[config.mk]
export PLATFORM = sky130hd
export DESIGN_NAME = ifetch_queue
export DESIGN_NICKNAME = d
export VERILOG_FILES = /design/src/rtl/ifetch_queue.sv
export SDC_FILE = /design/constraint.sdc
export NUM_CORES = 1
export LEC_CHECK = 0
export ABC_AREA = 1
export BUFFER_PORTS_ARGS = -buffer_cell sky130_fd_sc_hd__buf_2
export CORE_MARGIN = 1.5
export CORE_UTILIZATION = 25
export DETAILED_ROUTE_END_ITERATION = 10
export GPL_ROUTABILITY_DRIVEN = 0
export MAX_ROUTING_LAYER = met4
export SLEW_MARGIN = 0
export SYNTH_ARGS = -nofsm -noshare
export SYNTH_HDL_FRONTEND = slang
export SYNTH_SLANG_ARGS = --single-unit
[constraint.sdc]
create_clock -name clk -period 10.3 [get_ports clk]
set_input_delay 2.575 -clock clk [delete_from_list [all_inputs] [get_ports clk]]
set_output_delay 2.575 -clock clk [all_outputs]
set_load 0.02 [all_outputs]
[src/rtl/ifetch_queue.sv]
// ifetch_queue: sequential instruction fetch with redirect, stale-response drop and PC-tagged FIFO; define IFQ_BYPASS_EN for zero-latency response bypass
module ifetch_queue #(
    parameter int                DEPTH   = 4,
    parameter int                ADDR_W  = 64,
    parameter logic [ADDR_W-1:0] PC_INIT = '0
) (
    input  logic              clk,
    input  logic              rst,
    output logic              mem_req_valid,
    input  logic              mem_req_ready,
    output logic [ADDR_W-1:0] mem_req_addr,
    input  logic              mem_rsp_valid,
    input  logic [31:0]       mem_rsp_data,
    input  logic              redirect_valid,
    input  logic [ADDR_W-1:0] redirect_pc,
    output logic              inst_valid,
    input  logic              inst_ready,
    output logic [31:0]       inst,
    output logic [ADDR_W-1:0] inst_pc
);
    localparam int PW = $clog2(DEPTH);
    localparam int CW = $clog2(DEPTH + 1);

    logic [31:0]       fifo_inst [DEPTH];
    logic [ADDR_W-1:0] fifo_pc   [DEPTH];
    logic [PW-1:0]     rd_ptr, wr_ptr;
    logic [CW-1:0]     count, outst, drop, outst_after;
    logic [ADDR_W-1:0] fetch_pc, rsp_pc, tgt;
    logic              empty, credit, accept, rsp, keep, byp, byp_take, push, pop;

    // Request credit, response retirement, bypass and FIFO head selection
    always_comb begin
        empty         = count == '0;
        tgt           = redirect_pc & ~ADDR_W'(3);
        credit        = int'(count) + int'(outst) < DEPTH;
        mem_req_valid = !rst && !redirect_valid && credit;
        mem_req_addr  = fetch_pc;
        accept        = mem_req_valid && mem_req_ready;
        rsp           = mem_rsp_valid && outst != '0;
        keep          = rsp && drop == '0;
`ifdef IFQ_BYPASS_EN
        byp           = keep && empty && !redirect_valid;
`else
        byp           = 1'b0;
`endif
        inst_valid    = !rst && (!empty || byp);
        inst          = rst ? '0 : !empty ? fifo_inst[rd_ptr] : byp ? mem_rsp_data : '0;
        inst_pc       = rst ? '0 : !empty ? fifo_pc[rd_ptr] : byp ? rsp_pc : '0;
        byp_take      = byp && inst_ready;
        pop           = !empty && inst_ready && !redirect_valid;
        push          = keep && !redirect_valid && !byp_take;
        outst_after   = outst - CW'(rsp);
    end

    // PCs, pointers and in-flight tracking; a redirect flushes the FIFO and marks every older in-flight word for dropping
    always_ff @(posedge clk) begin
        if (rst) begin
            fetch_pc <= PC_INIT;
            rsp_pc   <= PC_INIT;
            rd_ptr   <= '0;
            wr_ptr   <= '0;
            count    <= '0;
            outst    <= '0;
            drop     <= '0;
        end else begin
            fetch_pc <= redirect_valid ? tgt : accept ? fetch_pc + ADDR_W'(4) : fetch_pc;
            rsp_pc   <= redirect_valid ? tgt : keep ? rsp_pc + ADDR_W'(4) : rsp_pc;
            rd_ptr   <= redirect_valid ? '0 : rd_ptr + PW'(pop);
            wr_ptr   <= redirect_valid ? '0 : wr_ptr + PW'(push);
            count    <= redirect_valid ? '0 : count + CW'(push) - CW'(pop);
            outst    <= outst_after + CW'(accept);
            drop     <= redirect_valid ? outst_after : drop - CW'(rsp && drop != '0);
        end
    end

    // Entry storage is only read when occupied, so it carries no reset
    always_ff @(posedge clk) begin
        if (push) begin
            fifo_inst[wr_ptr] <= mem_rsp_data;
            fifo_pc[wr_ptr]   <= rsp_pc;
        end
    end

    // A response with nothing in flight is a memory protocol error
    always_ff @(posedge clk) begin
        if (!rst && mem_rsp_valid)
            assert (outst != '0);
    end
endmodule
# == Word level (Yosys, flattened, before mapping) ==
# Memory sizes are Yosys's and may differ from the RTL's. A register that Yosys moved wholly into a read port is not among the register bits.
# Index checks and enable logic that the tools add are counted.
# word_totals
reg_bits,141
mem_bits_rw,384
in_bits,102
out_inout_bits,162
elab_cells,55
memories,2
# mem_list
name,depth,word_bits,rd,rd_clocked_by_memory_dff,write_ports,line,rtl
fifo_pc,4,64,1,1,1,25,logic [ADDR_W-1:0] fifo_pc [DEPTH];
fifo_inst,4,32,1,1,1,24,logic [31:0] fifo_inst [DEPTH];
# op_classes
n_addsub,10
n_lt_le_gt_ge,1
n_mux,13
n_reduce_logical,20
# ops
cell,n
2-to-1 mux 64 bit,6
"adder 64 x 3 -> 64 bit, second input constant",2
2-to-1 mux 32 bit,2
logical AND 1 bit,10
subtractor 3 x 1 -> 3 bit,3
adder 3 x 1 -> 3 bit,2
logical NOT 3 bit,2
nonzero test 3 bit,2
adder 2 x 1 -> 2 bit,2
adder 3 x 3 -> 4 bit,1
"less-than comparator 4 x 3 -> 1 bit, second input constant",1
2-to-1 mux 2 bit,2
nonzero test 2 bit,2
logical NOT 1 bit,3
2-to-1 mux 3 bit,1
2-to-1 mux 1 bit,2
OR reduction 2 bit,1

# == Logic depth before layout (Yosys ltp) ==
# logic_depth
word_depth,6
ltp_mapped,12
mapped_depth_nobuf,11

# == Least setup slack after synthesis ==
# OpenSTA, ideal clock, no wires.
# synth_path
path_type,input-to-reg
startpoint,input mem_rsp_valid
endpoint,memory fifo_inst[0][0] (enable)
setup_time_ps,663
arrival_ps,9488
required_ps,9637
setup_slack_ps,149
stages,5
path_buffers,1
path_cell_list,nand2_2 -> nor2_8 -> nand2_2 -> buf_2 -> nor3_1
# synth_via
elab_chain_len,5
# synth_lines
element,line,rtl
"start, declared",12,"input logic mem_rsp_valid,"
logical AND 1 bit,39,rsp = mem_rsp_valid && outst != '0;
logical AND 1 bit,40,keep = rsp && drop == '0;
logical AND 1 bit,51,push = keep && !redirect_valid && !byp_take;
2-to-1 mux 1 bit,78,if (push) begin
2-to-1 mux 1 bit (not written as such),79,fifo_inst[wr_ptr] <= mem_rsp_data;
"end, declared",24,
# Every way passes these cells.

# == Worst setup path after layout ==
# layout_path
startpoint,input rst
endpoint,output inst_pc[62]
# layout_via
elab_chain_len,1
# layout_lines
element,line,rtl
"start, declared",8,"input logic rst,"
2-to-1 mux 64 bit,48,inst_pc = rst ? '0 : !empty ? fifo_pc[rd_ptr] : byp ? rsp_pc : '0;
"end, declared",19,output logic [ADDR_W-1:0] inst_pc
# Every way passes these cells.

==> summary.md <==
| Metric | Value |
|---|---|
| Status | finished clean |
| Required time of the worst setup path | 7.73 ns |
| Logic pwr share | 0.119 |
| Via density | 4.65 |
| First-pass GRT wire length | between 100 and 150 mm |
| Clk Latency, worst-skew pair | 0.66 ns |
| Max Freq | 137 MHz |
| Asr flop ratio synth | 0 |
| Max VDD drop | 0.128 mV |
| 1st-iter DRT viols | approximately 2100 |
| Post-Syn Area | 0.0246 mm2 |
| Routed Antenna Nets | 0 |
| Critical Path AT | 4.74 ns |
| Top_reg_cell synth | edfxtp_1 |
| Clock skew | 0.0571 ns |
| Syn_area_per_cell | 8.72 um2 |
| Die area | 0.100 mm2 |
| Slew HR | 0.306 |
| PwrDens | around 180 mW/mm2 |
| Layout cell share with drive strength beyond 1 | 0.150 |
| Slew Limit Fails | 0 |
| Worst Setup Path Type | in -> out |
| P_int | 3.67 mW |
| Synth top area cells | edfxtp_1, dfxtp_1, nor2_1 |
| Final nets | 3146 |
| Layout Area Growth over Synthesis | 17.7% |
| Width of the die | 317 um |
| Crit start category | input pin |
| Register bit total from synthesis | just over 500 |
| WL per Instance | about 19 um |
| Worst Setup End Kind | output pin |
| Post-cts sizing count | 0 |
| CTS Hold Bufs | 0 |
| Critical Path Fanout Max | 70 |
| DRC viols | 0 |
| Root Driver | clkbuf_16 |
| Net Switching | 1.46 mW |
| Worst Max-Slew Pin Slew | 1.04 ns |
| Sum Neg Setup Slack | 0 ns |
| Synth top area share | 0.459 |
| Core Area | around 0.097 mm2 |
| Final hold violations | 0 |
| Initial Utilization | 0.253 |
| HP Class | reg -> reg |
| HPWL Detailed | 55.9 mm |
| Setup violators final | 0 |
| Finished Cell Area | 0.0289 mm2 |
| Initial antenna violation count | 2 |
| All-Layer GR Usage | 0.164 |
| IO Count | 264 |
| Die Ht | 317 um |
| Period utilisation layout | 0.710 |
| Clock transition at path regs | 0.07 ns |
| CTS tree | yes |
| First-pass iteration count of the detailed router | 5 |
| Cell Area, Placed | 0.0271 mm2 |
| Total CTS buffers | 56 |
| Final wirelength | 81.6 mm |
| Clk sinks | 513 |
| Clk pwr share | 0.394 |
| Grt ovf | 0 |
| # rows | between 100 and 150 |
| Post-synth EDFFs | 376 |
| Largest net degree at the start of global routing | 100 |
| Max cap viols | 0 |
| CTS Buffer Depth | 3 |
| RSZ-0062 raised after global routing | false |
| Sw Ratio | 0.285 |
| Vias in the first global route | roughly 18000 |
| LEAKAGE | 10.7 nW |
| Post-CTS Setup Bufs | 0 |
| H-tree level count | 2 |
| Yosys warnings | 0 |
| Fin crit period | 7.31 ns |
| Post-Syn Instances | 2817 |
| Flop pwr share | 0.487 |
| Library cells used by synthesis | 49 |
| PortBufs | ~260 |
| Top cell type by total area after synthesis | edfxtp_1 |
| Vias | between 20000 and 25000 |
| Sequential-to-total area share from yosys stat | 0.571 |
==> worst max-delay path: stages <==
cell and delay [ns]:
buf_4 0.28, nor2_1 0.13, clkinv_2 0.36, buf_4 0.81
a21oi_1 0.26, buf_2 0.25
==> Yosys cell counts (14+ instances only) <==
| cell | n |
|---|---|
| nand3_1 | 115 |
| nand4_1 | 27 |
| dfxtp_1 | 137 |
| clkbuf_1 | 62 |
| a21oi_1 | 204 |
| nor2_1 | 618 |
| nand2_1 | 494 |
| nand2_2 | 20 |
| nor2_2 | 18 |
| buf_2 | 29 |
| nor2_4 | 18 |
| xor2_1 | 26 |
| o21ai_1 | 43 |
| xnor2_1 | 14 |
| edfxtp_1 | 376 |
| inv_1 | 220 |
| o21ai_0 | 255 |
==> logic make-up (layout without fill, tap and decap cells) <==
group | count (synthesis) | after routing | synth area share
DFF | 513 | 513 | 0.571
adders and majority gates | 13 | 13 | 0.00692
other | 1 | 8 | 0.000153
AOI/OAI and AO/OA | 545 | 545 | 0.114
and+or+nand+nor | 1351 | 1351 | 0.234
buffers and inverters | 354 | 613 | 0.0589
xor gates and xnor gates | 40 | 40 | 0.0143
==> placed cells by master, fill, tap and decap left out, drive strengths merged, types with 5 or more instances in the layout <==
| cell type | instances |
|---|---|
| nor2 | 658 |
| nand2 | 517 |
| edfxtp | 376 |
| o21ai | 298 |
| buf | 274 |
| inv | 232 |
| a21oi | 208 |
| dfxtp | 137 |
| nand3 | 122 |
| clkbuf | 66 |
| clkinv | 32 |
| nand4 | 28 |
| xor2 | 26 |
| xnor2 | 14 |
| nor3 | 14 |
| a31oi | 13 |
| ha | 12 |
| o21bai | 11 |
| o22ai | 9 |
| clkinvlp | 5 |
==> registers in the layout, indices dropped and copies added, names as in the netlist <==
register	count
fifo_pc	248
fifo_inst	128
mem_req_addr	62
rsp_pc	62
count	3
drop	3
outst	3
rd_ptr	2
wr_ptr	2
==> power groups by stage <==
stage | Sequential, mW | Clock, mW | Combinational [mW]
CTS | 2.50 | 2.08 | 0.619
detailed placement | 2.54 | 0 | 0.616
floorplan | 2.52 | 0 | 0.405
global route | 2.51 | 2.15 | 0.687
global placement | 2.54 | 0 | 0.608
finish | 2.50 | 2.02 | 0.610
==> cell type report <==
type	instances	area, um2
Clock buffer	66	1470
Antenna cell	4	10.0
Timing Repair Buffer	274	1420
Sequential cell	513	14000
Clock inverter	40	385
Tap cell	1276	1600
Fill cell	10306	68100
Inverter	233	885
Multi-Input combinational cell	1953	9130
==> per-stage QoR <==
step / hold WS [ns] / power (mW) / worst slack (ns) / cells / util
2_1_floorplan: 0.482 / 2.92 / 0.149 / 2820 / -
3_3_place_gp: 0.527 / 3.14 / 2.93 / 4249 / 0.279
3_5_place_dp: 0.526 / 3.16 / 2.91 / 4249 / 0.279
4_1_cts: 0.541 / 5.19 / 2.91 / 4355 / 0.298
5_1_grt: 0.573 / 5.35 / 2.79 / 4355 / 0.298
6_report: 0.533 / 5.13 / 2.99 / 4359 / 0.298
==> worst paths after layout <==
| kind | from | to | slack (ns) | cells past startpoint |
|---|---|---|---|---|
| min reg2reg | mem_req_addr[2] | mem_req_addr[2] | 0.53 | 2 |
| max | rst | inst_pc[62] | 2.99 | 6 |
| max reg2reg | outst[2] | fifo_pc[1][37] | 6.75 | 8 |
| min | mem_req_addr[2] | mem_req_addr[2] | 0.53 | 2 |
==> routing by layer <==
metal | wire, um | up-vias | global-route usage
met5 | 0 | - | -
met4 | 2160 | 0 | 0.0470
met3 | 6260 | 121 | 0.0301
met2 | 38000 | 752 | 0.258
met1 | 35100 | 9578 | 0.214
li1 | - | 9820 | -
(Power assumes the default switching activity.)
